### src/rtl/bcd_tick_counter.sv
// Multi-digit BCD up/down counter stepped by an internal prescaler tick, with per-digit
// active-low seven-segment outputs. Define BCD_TICK_BLANK_EN for leading-zero blanking.
module bcd_tick_counter #(
  parameter int DIGITS   = 4,
  parameter int TICK_DIV = 50000000,
  parameter int PW       = (TICK_DIV > 1) ? $clog2(TICK_DIV) : 1
) (
  input  logic                  CLOCK_50,
  input  logic                  Resetn,
  input  logic                  En,
  input  logic                  Clr,
  input  logic                  Down,
  output logic [4*DIGITS-1:0]   BCD,
  output logic [7*DIGITS-1:0]   HEX,
  output logic                  Tick,
  output logic                  Wrap
);

  if (DIGITS < 1 || DIGITS > 8 || TICK_DIV < 1) begin : g_param_check
    $error("bcd_tick_counter: DIGITS must be 1..8 and TICK_DIV must be >= 1");
  end

  localparam logic [PW-1:0] LAST = PW'(TICK_DIV - 1);

  logic [PW-1:0]             presc;
  logic [DIGITS-1:0][3:0]    digit_q;
  logic [DIGITS-1:0][3:0]    digit_nxt;
  logic                      carry;
  logic                      roll;

  // Ripple carry/borrow through all digits; carry surviving the top digit means rollover.
  always_comb begin
    digit_nxt = digit_q;
    carry     = 1'b1;
    for (int i = 0; i < DIGITS; i++) begin
      if (carry) begin
        if (Down) begin
          if (digit_q[i] == 4'd0) begin
            digit_nxt[i] = 4'd9;
          end else begin
            digit_nxt[i] = (digit_q[i] > 4'd9) ? 4'd8 : digit_q[i] - 4'd1;
            carry        = 1'b0;
          end
        end else begin
          if (digit_q[i] >= 4'd9) begin
            digit_nxt[i] = 4'd0;
          end else begin
            digit_nxt[i] = digit_q[i] + 4'd1;
            carry        = 1'b0;
          end
        end
      end
    end
    roll = carry;
  end

  always_ff @(posedge CLOCK_50 or negedge Resetn) begin
    if (!Resetn) begin
      presc   <= '0;
      digit_q <= '0;
      Tick    <= 1'b0;
      Wrap    <= 1'b0;
    end else if (Clr) begin
      presc   <= '0;
      digit_q <= '0;
      Tick    <= 1'b0;
      Wrap    <= 1'b0;
    end else if (En) begin
      if (presc == LAST) begin
        presc   <= '0;
        digit_q <= digit_nxt;
        Tick    <= 1'b1;
        Wrap    <= roll;
      end else begin
        presc   <= presc + PW'(1);
        Tick    <= 1'b0;
        Wrap    <= 1'b0;
      end
    end else begin
      Tick <= 1'b0;
      Wrap <= 1'b0;
    end
  end

  assign BCD = digit_q;

  // Segment order a..g from MSB to LSB, 0 = lit; out-of-range codes go dark.
  function automatic logic [6:0] seg7(input logic [3:0] d);
    case (d)
      4'd0:    seg7 = 7'b0000001;
      4'd1:    seg7 = 7'b1001111;
      4'd2:    seg7 = 7'b0010010;
      4'd3:    seg7 = 7'b0000110;
      4'd4:    seg7 = 7'b1001100;
      4'd5:    seg7 = 7'b0100100;
      4'd6:    seg7 = 7'b0100000;
      4'd7:    seg7 = 7'b0001111;
      4'd8:    seg7 = 7'b0000000;
      4'd9:    seg7 = 7'b0001100;
      default: seg7 = 7'b1111111;
    endcase
  endfunction

`ifdef BCD_TICK_BLANK_EN
  logic lead;
  always_comb begin
    HEX  = '1;
    lead = 1'b1;
    for (int i = DIGITS - 1; i >= 0; i--) begin
      lead          = lead & (digit_q[i] == 4'd0);
      HEX[7*i +: 7] = (i > 0 && lead) ? 7'b1111111 : seg7(digit_q[i]);
    end
  end
`else
  always_comb begin
    HEX = '1;
    for (int i = 0; i < DIGITS; i++) begin
      HEX[7*i +: 7] = seg7(digit_q[i]);
    end
  end
`endif

endmodule

### config.mk
export PLATFORM = sky130hd
export DESIGN_NAME = bcd_tick_counter
export DESIGN_NICKNAME = d
export VERILOG_FILES = /design/src/rtl/bcd_tick_counter.sv
export SDC_FILE = /design/constraint.sdc
export NUM_CORES = 1
export LEC_CHECK = 0
export BUFFER_PORTS_ARGS = -buffer_cell sky130_fd_sc_hd__clkbuf_2
export CORE_MARGIN = 8
export CORE_UTILIZATION = 34
export CTS_BUF_LIST = sky130_fd_sc_hd__clkbuf_2 sky130_fd_sc_hd__clkbuf_4 sky130_fd_sc_hd__clkbuf_8
export DETAILED_ROUTE_END_ITERATION = 10
export PLACE_DENSITY = 0.5
export SYNTH_ARGS = -nofsm -noshare
export SYNTH_HDL_FRONTEND = slang
export SYNTH_SLANG_ARGS = --single-unit
export TNS_END_PERCENT = 20
### constraint.sdc
create_clock -name CLOCK_50 -period 6.7 [get_ports CLOCK_50]
set_clock_uncertainty 0.1 [all_clocks]
set_input_delay 1.34 -clock CLOCK_50 [delete_from_list [all_inputs] [get_ports CLOCK_50]]
set_output_delay 1.34 -clock CLOCK_50 [all_outputs]
set_load 0.01 [all_outputs]
==> impl_results.rst <==
.. list-table::
   :header-rows: 1

   * - Metric
     - Value
   * - Worst vdd rail ir drop
     - roughly 70 µV
   * - Starting Density
     - 0.345
   * - Total negative slack
     - 0 ns
   * - Die outline height
     - 120 µm
   * - Total power per unit cell area
     - around 120 mW/mm²
   * - Critical path's top delay family
     - simple AND/OR/NAND/NOR gates
   * - CTS max path bufs
     - 2
   * - Post-synthesis cell area
     - 0.00370 mm²
   * - R2r startpoint
     - BCD[1]
   * - Yosys Warn Count
     - 0
   * - Setup repair after global routing missed its margin
     - no
   * - Syn Inst Count
     - 464
   * - Worst Hold Class
     - flop to flop
   * - Post-route clock period utilization
     - 0.530
   * - DRC violations left
     - 0
   * - Sum of overflow across all layers after global routing
     - 0
   * - Worst Path Arrival
     - 3.67 ns
   * - Maximum Capacitance Violations
     - 0
   * - Transition time of the tightest slew-check pin
     - around 1.1 ns
   * - Share of flip-flops with an asynchronous set or reset after synthesis
     - 1.00
   * - Number of gates resized after cts
     - 0
   * - Achievable clock frequency
     - around 0.28 GHz
   * - Number of buffer cells added on primary ports
     - 50
   * - Net total in the final layout
     - 528
   * - Number of endpoints failing setup at the final stage
     - 0
   * - Run status
     - complete, no violations
   * - Nature of the critical path startpoint
     - input port
   * - Maximum cell stage delay along the critical path
     - about 0.99 ns
   * - Initial DRT Pass Iterations
     - 4
   * - DPL Wire Length
     - 7170 µm
   * - Top-Level Pins
     - about 50
   * - CTS tree
     - done
   * - CP Depth
     - 6
   * - Share of layout cells above drive strength 1
     - 0.148
   * - Critical Path Sink Type
     - flop
   * - Count of flip-flops with a built-in enable after synthesis
     - 0
   * - Predominant post-synthesis flop cell
     - sky130_fd_sc_hd__dfrtp_1
   * - Final period demand of the worst path
     - ~3.6 ns
   * - Area growth syn-to-layout
     - 12.8%
   * - Worst-skew pair later-pin latency
     - around 0.30 ns
   * - Leakage dissipation
     - around 1.7 nW
   * - Number of flip-flops and latches in the synthesized netlist
     - 44
   * - Required arrival time at the worst endpoint
     - 6.82 ns
   * - Number of DRC markers after the initial detailed-route iteration
     - roughly 300
   * - Clock H-tree levels
     - 2
   * - Top fanout value on the critical path
     - 33
   * - Syn Nets
     - 492
   * - Number of hold violations in the final report
     - 0
   * - Critical path buffers and inverters
     - 1
   * - Fraction of the yosys area taken by sequential cells
     - 0.297
   * - Hold-fix buffer count after cts
     - 0
   * - Worst reg-to-reg path cell count
     - 7
   * - Total number of vias
     - about 3500
   * - Worst setup path endpoint
     - BCD[6]
   * - Worst hold margin
     - around 0.42 ns
   * - Distinct cell type count of the synthesized netlist
     - 62
   * - First-pass GRT wire length
     - around 17000 µm
   * - Detailed-route wire length
     - a little under 10000 µm
   * - Timing startpoint of the critical path
     - Down
   * - Average wire per standard cell
     - between 15 and 20 µm
   * - Via count of the first global-routing pass
     - ~3400
   * - Avg Inst Size Synth
     - roughly 8 µm²
   * - Root Buffer
     - sky130_fd_sc_hd__clkbuf_8
   * - Inserted Clock Buffers
     - 5
   * - Final design utilization
     - 0.389
   * - Total power
     - 0.000519 W
   * - Fin. max-slew vios
     - 0
   * - Sink count of the clock tree
     - between 40 and 50
   * - Pin count of the biggest net entering global routing
     - 45
   * - Number of antenna violations at the first check in global routing
     - 0
   * - Horizontal die dimension
     - about 120 µm
   * - Number of routed nets with antenna violations
     - 0
   * - Cell-by-cell trace of the critical path
     - clkbuf_2 -> nor4bb_1 -> a31oi_1 -> nor4b_1 -> o211ai_1 -> a21oi_1
   * - Worst flop-to-flop path endpoint
     - BCD[6]
   * - RePlAce Congestion
     - ~0.86
   * - Antenna diode count
     - 0
   * - Core area
     - 0.0107 mm²
   * - Worst slew margin
     - 0.272
   * - Clock transition at the registers of the reported paths
     - approximately 0.09 ns
   * - Category of the critical setup timing path
     - input port to flop
   * - Total setup buffers inserted after CTS
     - 0
   * - Slowest-stage cell, CP
     - sky130_fd_sc_hd__nor4b_1
   * - Slack of the worst reg-to-reg path
     - between 3 and 4 ns
   * - Avg Vias per Cell
     - roughly 5.5
   * - Global-route usage over all layers
     - 0.135
   * - Floorplan die area
     - approximately 0.014 mm²
   * - Floorplan row count
     - 38
==> state kept, by name, indices dropped and copies added, names as in the netlist <==
register and flops:
Wrap 1, Tick 1, presc 26, BCD 16
==> logic make-up (layout without fill, tap and decap cells) <==
group,Yosys count,after routing,share of synthesized area
AO/OA/AOI/OAI,140,140,0.231
XOR/XNOR,22,22,0.0520
adder cells (fa/ha/maj),23,23,0.0777
buffers and inverters,43,80,0.0456
flip-flops,44,44,0.297
multiplexers,9,9,0.0257
AND/OR/NAND/NOR,183,183,0.271
==> metal layers <==
layer | up-vias | routed length [µm] | GRT usage
met2 | 72 | 4690 | 0.226
li1 | 1771 | - | -
met4 | 0 | 115 | 0.0304
met5 | - | 0 | 0
met1 | 1675 | 4650 | 0.172
met3 | 12 | 483 | 0.0308
==> cell usage after synthesis, types with 3 or more instances <==
cell | instances | area (µm²)
sky130_fd_sc_hd__a31oi_1 | 15 | 93.8
sky130_fd_sc_hd__mux2_2 | 4 | 45.0
sky130_fd_sc_hd__nor2b_1 | 3 | 18.8
sky130_fd_sc_hd__a21oi_1 | 41 | 205
sky130_fd_sc_hd__clkbuf_1 | 20 | 75.1
sky130_fd_sc_hd__nand3b_1 | 5 | 37.5
sky130_fd_sc_hd__o22ai_1 | 6 | 37.5
sky130_fd_sc_hd__nand3_1 | 9 | 45.0
sky130_fd_sc_hd__o21ai_0 | 38 | 190
sky130_fd_sc_hd__ha_1 | 23 | 288
sky130_fd_sc_hd__xor2_1 | 13 | 114
sky130_fd_sc_hd__xnor2_1 | 9 | 78.8
sky130_fd_sc_hd__nand2b_1 | 19 | 119
sky130_fd_sc_hd__nor3_1 | 12 | 60.1
sky130_fd_sc_hd__o21bai_1 | 3 | 22.5
sky130_fd_sc_hd__and4_1 | 7 | 61.3
sky130_fd_sc_hd__nor4b_1 | 3 | 26.3
sky130_fd_sc_hd__nand4_1 | 15 | 93.8
sky130_fd_sc_hd__inv_1 | 17 | 63.8
sky130_fd_sc_hd__nor4_1 | 4 | 25.0
sky130_fd_sc_hd__nor3b_1 | 3 | 22.5
sky130_fd_sc_hd__mux2i_1 | 5 | 50.1
sky130_fd_sc_hd__dfrtp_1 | 44 | 1100
sky130_fd_sc_hd__o21a_1 | 4 | 30.0
sky130_fd_sc_hd__a211oi_1 | 6 | 45.0
sky130_fd_sc_hd__nand2_1 | 34 | 128
sky130_fd_sc_hd__and2_1 | 3 | 18.8
sky130_fd_sc_hd__nor2_1 | 50 | 188
sky130_fd_sc_hd__o211ai_1 | 5 | 37.5
==> per-stage QoR <==
| step | instance area, µm² | instances | setup WS (ns) |
|---|---|---|---|
| finish | 4180 | 641 | 3.15 |
| CTS | 4180 | 641 | 3.14 |
| detailed placement | 4050 | 633 | 2.82 |
| floorplan | 3700 | 464 | 3.69 |
| global route | 4180 | 641 | 2.94 |
| global placement | 4050 | 633 | 2.91 |
==> cells in the final DEF (no fill, tap or decap), drive strengths merged, types with 3 or more instances in the layout <==
cell type,instances
a211oi,6
mux2,4
and4,8
and2,3
nand4,15
xnor2,9
o21ai,38
o211ai,5
nor2b,3
clkbuf,57
inv,18
a21oi,41
nor3b,3
nor4,4
or4,3
nand2,34
o21a,4
ha,23
dfrtp,44
nor3,12
nand2b,19
nor2,50
xor2,13
nor4b,4
mux2i,5
a31oi,15
nand3,9
nand3b,5
o21bai,3
o22ai,6
==> final cells by class <==
class / count / area (µm²)
Sequential cell: 44 / 1100
Multi-Input combinational cell: 377 / 2430
Inverter: 20 / 75.1
Clock buffer: 7 / 96.3
Clock inverter: 1 / 30.0
Tap cell: 140 / 175
Timing Repair Buffer: 52 / 265
Fill cell: 1155 / 6570
==> power breakdown <==
part | switching, W | internal [W] | leakage, nW | total (W)
sequential | 0.00000126 | 0.000266 | 0.614 | 0.000268
clock | 0.0000915 | 0.000132 | 0.0645 | 0.000223
combinational | 0.0000210 | 0.00000773 | 1.02 | 0.0000287
==> how the worst min path moves through the flow <==
stage                   start   endpoint  slack (ns)  cells past startpoint
floorplan           presc[25]  presc[25]        0.36                      1
global placement    presc[25]  presc[25]        0.41                      1
detailed placement  presc[25]  presc[25]        0.40                      1
CTS                 presc[25]  presc[25]        0.42                      1
global route        presc[25]  presc[25]        0.46                      1
finish              presc[25]  presc[25]        0.42                      1
No activity file was read; power rests on OpenSTA's default activity.
